## src/rtl/rv32i_ctrl_decoder.sv

```systemverilog
// rv32i_ctrl_decoder: main control decoder for the single-cycle RV32I core.
// Turns the opcode class, funct3 and funct7 bit 5 into datapath steering
// signals and an ALU operation select. All outputs are registered, so each
// decode appears one clock after its inputs are sampled.
//
// Optional build macro: RV32I_CTRL_ILLEGAL_DET_EN
//   undefined - any opcode outside the known set decodes as a store.
//   defined   - adds an `illegal` output; unknown opcodes raise it and
//               decode as a harmless no-op with every write enable low.

package rv32i_pkg;

  // Opcode classes recognised by the decoder (instruction bits [6:0]).
  typedef enum logic [6:0] {
    I_TYPE_LOAD = 7'd3,
    I_TYPE_ALU  = 7'd19,
    S_TYPE      = 7'd35,
    R_TYPE      = 7'd51,
    B_TYPE      = 7'd99
  } instr_type_t;

  // funct3 field (instruction bits [14:12]).
  typedef enum logic [2:0] {
    ADD_SUB_BEQ = 3'd0,
    SLL_F       = 3'd1,
    SLT_F       = 3'd2,
    SLTU_F      = 3'd3,
    XOR_F       = 3'd4,
    SRL_SRA_F   = 3'd5,
    OR_F        = 3'd6,
    AND_F       = 3'd7
  } func_code_t;

  // ALU operation select.
  typedef enum logic [3:0] {
    ADD_OP = 4'd0,
    SUB_OP = 4'd1,
    AND_OP = 4'd2,
    OR_OP  = 4'd3,
    XOR_OP = 4'd4,
    SLL_OP = 4'd5,
    SRL_OP = 4'd6,
    SRA_OP = 4'd7,
    BEQ_OP = 4'd8
  } alu_op_t;

  // Immediate formats selected by immsrc.
  localparam logic [1:0] IMM_I = 2'b00;
  localparam logic [1:0] IMM_S = 2'b01;
  localparam logic [1:0] IMM_B = 2'b10;

  // How the ALU operation is chosen for a given opcode class.
  typedef enum logic [1:0] {
    CLS_ADD,
    CLS_BRANCH,
    CLS_FUNCT
  } alu_class_t;

  // Full set of registered decoder outputs.
  typedef struct packed {
    logic [1:0] immsrc;
    logic       resultsrc;
    logic       memwrite;
    logic       alusrc;
    logic       regwrite;
    logic       branch;
    alu_op_t    alu_ctrl;
    logic       illegal;
  } ctrl_t;

  // Value loaded on reset: nothing written, nothing branched, ALU adds.
  localparam ctrl_t CTRL_RESET = '{
    immsrc:    IMM_I,
    resultsrc: 1'b0,
    memwrite:  1'b0,
    alusrc:    1'b0,
    regwrite:  1'b0,
    branch:    1'b0,
    alu_ctrl:  ADD_OP,
    illegal:   1'b0
  };

endpackage : rv32i_pkg

module rv32i_ctrl_decoder
  import rv32i_pkg::*;
(
  input  logic        clk,
  input  logic        rst,
  input  instr_type_t instr_type,
  input  func_code_t  func_code,
  input  logic        funct7b5,
  output logic        branch,
  output logic        resultsrc,
  output logic        memwrite,
  output logic        alusrc,
  output logic [1:0]  immsrc,
  output logic        regwrite,
  output alu_op_t     alu_ctrl
`ifdef RV32I_CTRL_ILLEGAL_DET_EN
  ,
  output logic        illegal
`endif
);

  ctrl_t      ctrl_d;
  ctrl_t      ctrl_q;
  alu_class_t alu_class;
  logic       is_r_type;
  alu_op_t    alu_op;

  assign is_r_type = (instr_type == R_TYPE);

  // Main decode: steering signals and ALU class from the opcode alone.
  always_comb begin
    // NOTE: every output gets a default before the case so no path leaves
    // a signal unassigned, which would otherwise infer a latch.
    ctrl_d    = CTRL_RESET;
    alu_class = CLS_ADD;
    unique case (instr_type)
      R_TYPE: begin
        ctrl_d.regwrite = 1'b1;
        alu_class       = CLS_FUNCT;
      end
      I_TYPE_LOAD: begin
        ctrl_d.resultsrc = 1'b1;
        ctrl_d.alusrc    = 1'b1;
        ctrl_d.regwrite  = 1'b1;
        alu_class        = CLS_ADD;
      end
      I_TYPE_ALU: begin
        ctrl_d.alusrc   = 1'b1;
        ctrl_d.regwrite = 1'b1;
        alu_class       = CLS_FUNCT;
      end
      B_TYPE: begin
        ctrl_d.immsrc = IMM_B;
        ctrl_d.branch = 1'b1;
        alu_class     = CLS_BRANCH;
      end
      S_TYPE: begin
        ctrl_d.immsrc   = IMM_S;
        ctrl_d.memwrite = 1'b1;
        ctrl_d.alusrc   = 1'b1;
        alu_class       = CLS_ADD;
      end
      default: begin
`ifdef RV32I_CTRL_ILLEGAL_DET_EN
        // Unknown opcode: flag it and keep every write enable low.
        ctrl_d.illegal = 1'b1;
        alu_class      = CLS_ADD;
`else
        // Unknown opcode behaves exactly like a store.
        ctrl_d.immsrc   = IMM_S;
        ctrl_d.memwrite = 1'b1;
        ctrl_d.alusrc   = 1'b1;
        alu_class       = CLS_ADD;
`endif
      end
    endcase
    ctrl_d.alu_ctrl = alu_op;
  end

  // ALU decode: pick the operation from the class, funct3 and funct7 bit 5.
  always_comb begin
    alu_op = ADD_OP;
    unique case (alu_class)
      CLS_BRANCH: alu_op = BEQ_OP;
      CLS_FUNCT: begin
        unique case (func_code)
          // Subtract only for R-type; ADDI has no funct7 and always adds.
          ADD_SUB_BEQ: alu_op = (is_r_type && funct7b5) ? SUB_OP : ADD_OP;
          SLL_F:       alu_op = SLL_OP;
          XOR_F:       alu_op = XOR_OP;
          // Shift-right arithmetic vs logical is bit 30 for both R and I.
          SRL_SRA_F:   alu_op = funct7b5 ? SRA_OP : SRL_OP;
          OR_F:        alu_op = OR_OP;
          AND_F:       alu_op = AND_OP;
          // SLT/SLTU encodings select the add operation.
          default:     alu_op = ADD_OP;
        endcase
      end
      default: alu_op = ADD_OP;
    endcase
  end

  // Output register with synchronous reset taking priority over decode.
  always_ff @(posedge clk) begin
    // NOTE: state is updated with non-blocking assignments so every flop
    // samples its input from before the edge, independent of block order.
    if (rst) begin
      ctrl_q <= CTRL_RESET;
    end else begin
      ctrl_q <= ctrl_d;
    end
  end

  assign immsrc    = ctrl_q.immsrc;
  assign resultsrc = ctrl_q.resultsrc;
  assign memwrite  = ctrl_q.memwrite;
  assign alusrc    = ctrl_q.alusrc;
  assign regwrite  = ctrl_q.regwrite;
  assign branch    = ctrl_q.branch;
  assign alu_ctrl  = ctrl_q.alu_ctrl;

`ifdef RV32I_CTRL_ILLEGAL_DET_EN
  assign illegal = ctrl_q.illegal;
`else
  // The illegal flag is constant zero without detection; leave it unused.
  logic unused_illegal;
  assign unused_illegal = ctrl_q.illegal;
`endif

endmodule : rv32i_ctrl_decoder

```

## config.mk

```make
export PLATFORM = sky130hd
export DESIGN_NAME = rv32i_ctrl_decoder
export DESIGN_NICKNAME = d
export VERILOG_FILES = /design/src/rtl/rv32i_ctrl_decoder.sv
export SDC_FILE = /design/constraint.sdc
export NUM_CORES = 1
export LEC_CHECK = 0
export CORE_AREA = 5 5 42 44
export DETAILED_ROUTE_END_ITERATION = 7
export DIE_AREA = 0 0 47 49
export PLACE_DENSITY = 0.73
export SYNTH_ARGS = -nofsm -noshare
export SYNTH_HDL_FRONTEND = slang
export SYNTH_SLANG_ARGS = --single-unit
```

## constraint.sdc

```tcl
create_clock -name clk -period 3 [get_ports clk]
set_input_delay 0.45 -clock clk [delete_from_list [all_inputs] [get_ports clk]]
set_output_delay 0.45 -clock clk [all_outputs]
set_load 0.02 [all_outputs]
```

# ---- After elaboration in Yosys (flattened, before gate mapping)
# Index checks and enable logic that the tools add are counted.
dict set report classes {
  eq_ne 11
  muxes 11
  reduce_logical 6
}
# cell count
set op_table {}
lappend op_table {{$pmux 3 s6} 1}
lappend op_table {{$eq 3x3->1 const B} 4}
lappend op_table {{$pmux 2 s2} 2}
lappend op_table {{$pmux 4 s2} 1}
lappend op_table {{$eq 7x2->1 const B} 1}
lappend op_table {{$eq 7x5->1 const B} 1}
lappend op_table {{$eq 7x6->1 const B} 1}
lappend op_table {{$eq 7x7->1 const B} 1}
lappend op_table {{$mux 1} 7}
lappend op_table {{$reduce_or 2->1} 2}
lappend op_table {{$reduce_or 4->1} 1}
lappend op_table {{$eq 3x1->1 const B} 1}
lappend op_table {{$logic_not 3->1} 1}
lappend op_table {{$reduce_or 3->1} 1}
lappend op_table {{$eq 2x1->1 const B} 1}
lappend op_table {{$eq 2x2->1 const B} 1}
lappend op_table {{$logic_and 1x1->1} 1}
dict set report totals {
  ff_bits 11
  output_inout_bits 11
  word_cells 35
}

# ---- Logic depth before layout (Yosys ltp)
dict set report logic_depth {
  ltp_word 5
  mapped_depth 5
  depth_no_buf 5
}

# ---- Least setup slack after synthesis
# Ideal clock, no wire load.
dict set report synth_path {
  path_kind {input port to flip-flop}
  start {in instr_type[2]}
  end {reg ctrl_q, in the netlist alu_ctrl[0]}
  setup_time_ns 0.088
  arrival_time_ns 1.735
  required_ns 2.912
  path_slack_ns 1.177
  path_stages 5
  n_path_buf 0
  cell_sequence {and4bb_2 > nand3_1 > ha_1 > or3b_4 > a311oi_2}
}
dict set report synth_via {
  elab_chain_len 5
  elab_cells_between_ends 11
}
# item line_no
set synth_rtl {}
lappend synth_rtl {{start, declared} 90} ;# input instr_type_t instr_type,
lappend synth_rtl {{$eq 7x6->1 or $eq 7x5->1 (tied branches)} {112, 120}}
lappend synth_rtl {{$reduce_or 2->1 (no source line) or $logic_and 1x1->1 (tied branches)} n/a}
lappend synth_rtl {{$pmux 2 s2 or $mux 1 (tied branches)} {120, 172}}
lappend synth_rtl {{$eq 2x2->1, or another cell as far along} 167} ;# unique case (alu_class)
lappend synth_rtl {{$pmux 4 s2 *} 167}
lappend synth_rtl {{end signal, assigned} 194} ;# ctrl_q <= ctrl_d;
lappend synth_rtl {{end, declared} 107} ;# ctrl_t ctrl_q;
# Mark *: on every way between the ends. The rest lies on a longest branch, timed or not.
# A chain may end at the register's enable or synchronous reset.

# ---- Worst setup path after layout
# Same ends and word-level chain as after synthesis.

==> impl_metrics.csv <==
group,metric,value,unit
clock_network,root_buffer,"clkbuf_4",
die,die_h,49,um
clock_network,cts_buffers,3,
die,core.rowCount,14,
yosys,synth_ff_type,"dfxtp_1",
sta,fmax,0.478,GHz
final_layout,nNetsFinal,86,
die,start_util,32.4,%
critical_path,slowest_stage,"clkdlybuf4s50_1",
critical_path,worst-setup-path-type,"in -> reg",
global_routing,grtUsageTotal,9.39,%
critical_path,worstPathArrival,2270,ps
clock_network,cts_tree,"yes",
sta,min_period,2090,ps
sta,worst_slew_pin_slew,235,ps
flow_run,drv_cap,0,
detailed_routing,wl_per_cell,10.6,um
sta,setup_ws,906,ps
clock_network,clockBufferDepth,2,
place,hpwl,803,um
place,gp_congestion,0.808,
global_routing,grt_max_degree,8,
critical_path,startpoint_type,"input port",
clock_network,path_clk_slew,60,ps
power,powerDensity,406,nW/um^2
critical_path,crit_chain,"clkdlybuf4s50_1 -> and4bb_2 -> and2_2 -> ha_1 -> or3b_4 -> a311oi_2",
min_path,hold_start,"instr_type[0]",
final_layout,final_cells,86,
detailed_routing,postRouteAntennaNets,0,
die,dieWidth,47,um
place,place_ws,619,ps
critical_path,critPathLaunch,"instr_type[2]",
detailed_routing,wl,915,um
detailed_routing,drtIter0Drc,5,
yosys,synth-async-reset-ratio,0,%
critical_path,cpPeakStageDelay,460,ps
detailed_routing,drc_errors,0,
clock_network,cts_hold_buf,0,
sta,finalHoldViolCount,0,
status,status,"finished, final reports clean",
sta,period_share,69.8,%
detailed_routing,first_pass_iters,4,
global_routing,first_global_vias,400,
yosys,syn-num-nets,59,
final_layout,area_growth,61.4,%
final_layout,layout-drive-gt1-share,14.3,%
yosys,yosys.area.top_type,"dfxtp_1",
final_layout,final_cell_mix,"clkdlybuf4s50_1, dfxtp_1, nor2_1, clkbuf_4",
die,coreArea,1400,um^2
sta,finalSetupViolCount,0,
sta,slew_violations,0,
yosys,ys_warn_count,0,
global_routing,grt-ovfl-total,0,
yosys,synth_area_leaders,"dfxtp_1, ha_1, a311oi_2, and2b_1, nand3b_1",
die,die_area,2300,um^2
clock_network,clkSinkCount,10,
die,io-pin-count,24,
power,vdd_drop_max,201,uV
clock_network,cts_setup_buffers,0,
sta,fin_tns_setup,0,ps
critical_path,cp_max_fo,6,
clock_network,h-tree-depth,1,
sta,rsz0062_at_grt,"no",
power,power_leakage,0.273,nW
final_layout,n_antenna_cell,0,
yosys,synth_cell_types,26,
critical_path,worst-path-buf-inv,1,
yosys,syn-cell-area,454,um^2
clock_network,cts_resized,0,
final_layout,layout.cells.most_common,"clkdlybuf4s50_1",
sta,relSlewSlack,84.3,%
min_path,holdCritPathClass,"in -> reg",
yosys,yosysTopAreaCellShare,44.1,%
detailed_routing,vias,427,
yosys,synth-seq-area-share,44.1,%
critical_path,cp.required,3180,ps
global_routing,antenna_found_initial,0,
yosys,avgSynthCellArea,10.3,um^2
yosys,synth-edff-count,0,
global_routing,grt_pass1_wl,1550,um
place,numPortBuffers,23,
yosys,ys_seq_elements,10,
place,dp_cells,82,
critical_path,end_kind,"register",
detailed_routing,vias_per_cell,4.97,
critical_path,cp_top_family,"simple AND/OR/NAND/NOR gates",
yosys,synth_cells,44,
-- final cells by class --
type | instances | area (um^2)
tap | 16 | 20.0
timing repair buffer | 23 | 230
inverter | 2 | 7.51
clock buffer | 4 | 36.3
multi-input combinational | 31 | 239
fill | 148 | 668
sequential | 10 | 200
-- per-layer routing --
layer | part of all wire (%) | GRT usage [%]
met3 | 9.9 | 1.11
met1 | 39 | 10.4
met5 | 0 | 0
met2 | 51 | 14.7
met4 | 0 | 8.29
-- cells in the mapped netlist, types with 2 or more instances --
cell type and instances:
dfxtp_1 10, nor2_1 3, a21oi_1 2, and2b_1 2
ha_1 2, inv_1 2, nand3b_1 2, nor2b_1 2
nor3_1 2
-- power breakdown --
| part | leakage, nW | switching, mW | total (mW) | internal [mW] |
|---|---|---|---|---|
| logic | 0.170 | 0.0177 | 0.0429 | 0.0252 |
| registers | 0.0817 | 0.000556 | 0.136 | 0.135 |
| clock network | 0.0210 | 0.0453 | 0.119 | 0.0737 |
-- cell families after synthesis --
group / count (synthesis) / share of synthesized area [%]
fa+ha+maj: 2 / 5.51
compound gates: 5 / 7.99
simple gates: 22 / 35.3
xor+xnor: 2 / 3.86
buf+inv: 3 / 3.31
flops: 10 / 44.1
-- through the flow --
stage	total power [mW]	hold WS, ps	utilization (%)	instance area, um^2
final	0.298	811	52.3	733
after global routing	0.316	798	52.3	733
after global placement	0.182	1080	49.7	697
after floorplan	0.154	519	-	454
after detailed placement	0.182	1090	49.7	697
after CTS	0.302	801	52.3	733
-- worst paths after layout --
kind / endpoint / cells after the start
worst min-delay path: immsrc[1]$_SDFF_PP0_ / 3
worst max-delay path: alu_ctrl[0]$_SDFF_PP0_ / 6
-- state kept, by name, indices dropped and copies added (netlist names) --
register and cells:
alusrc 1, immsrc 2, regwrite 1, resultsrc 1
alu_ctrl 4, memwrite 1
Note: power is estimated with default switching activity, not from simulation.
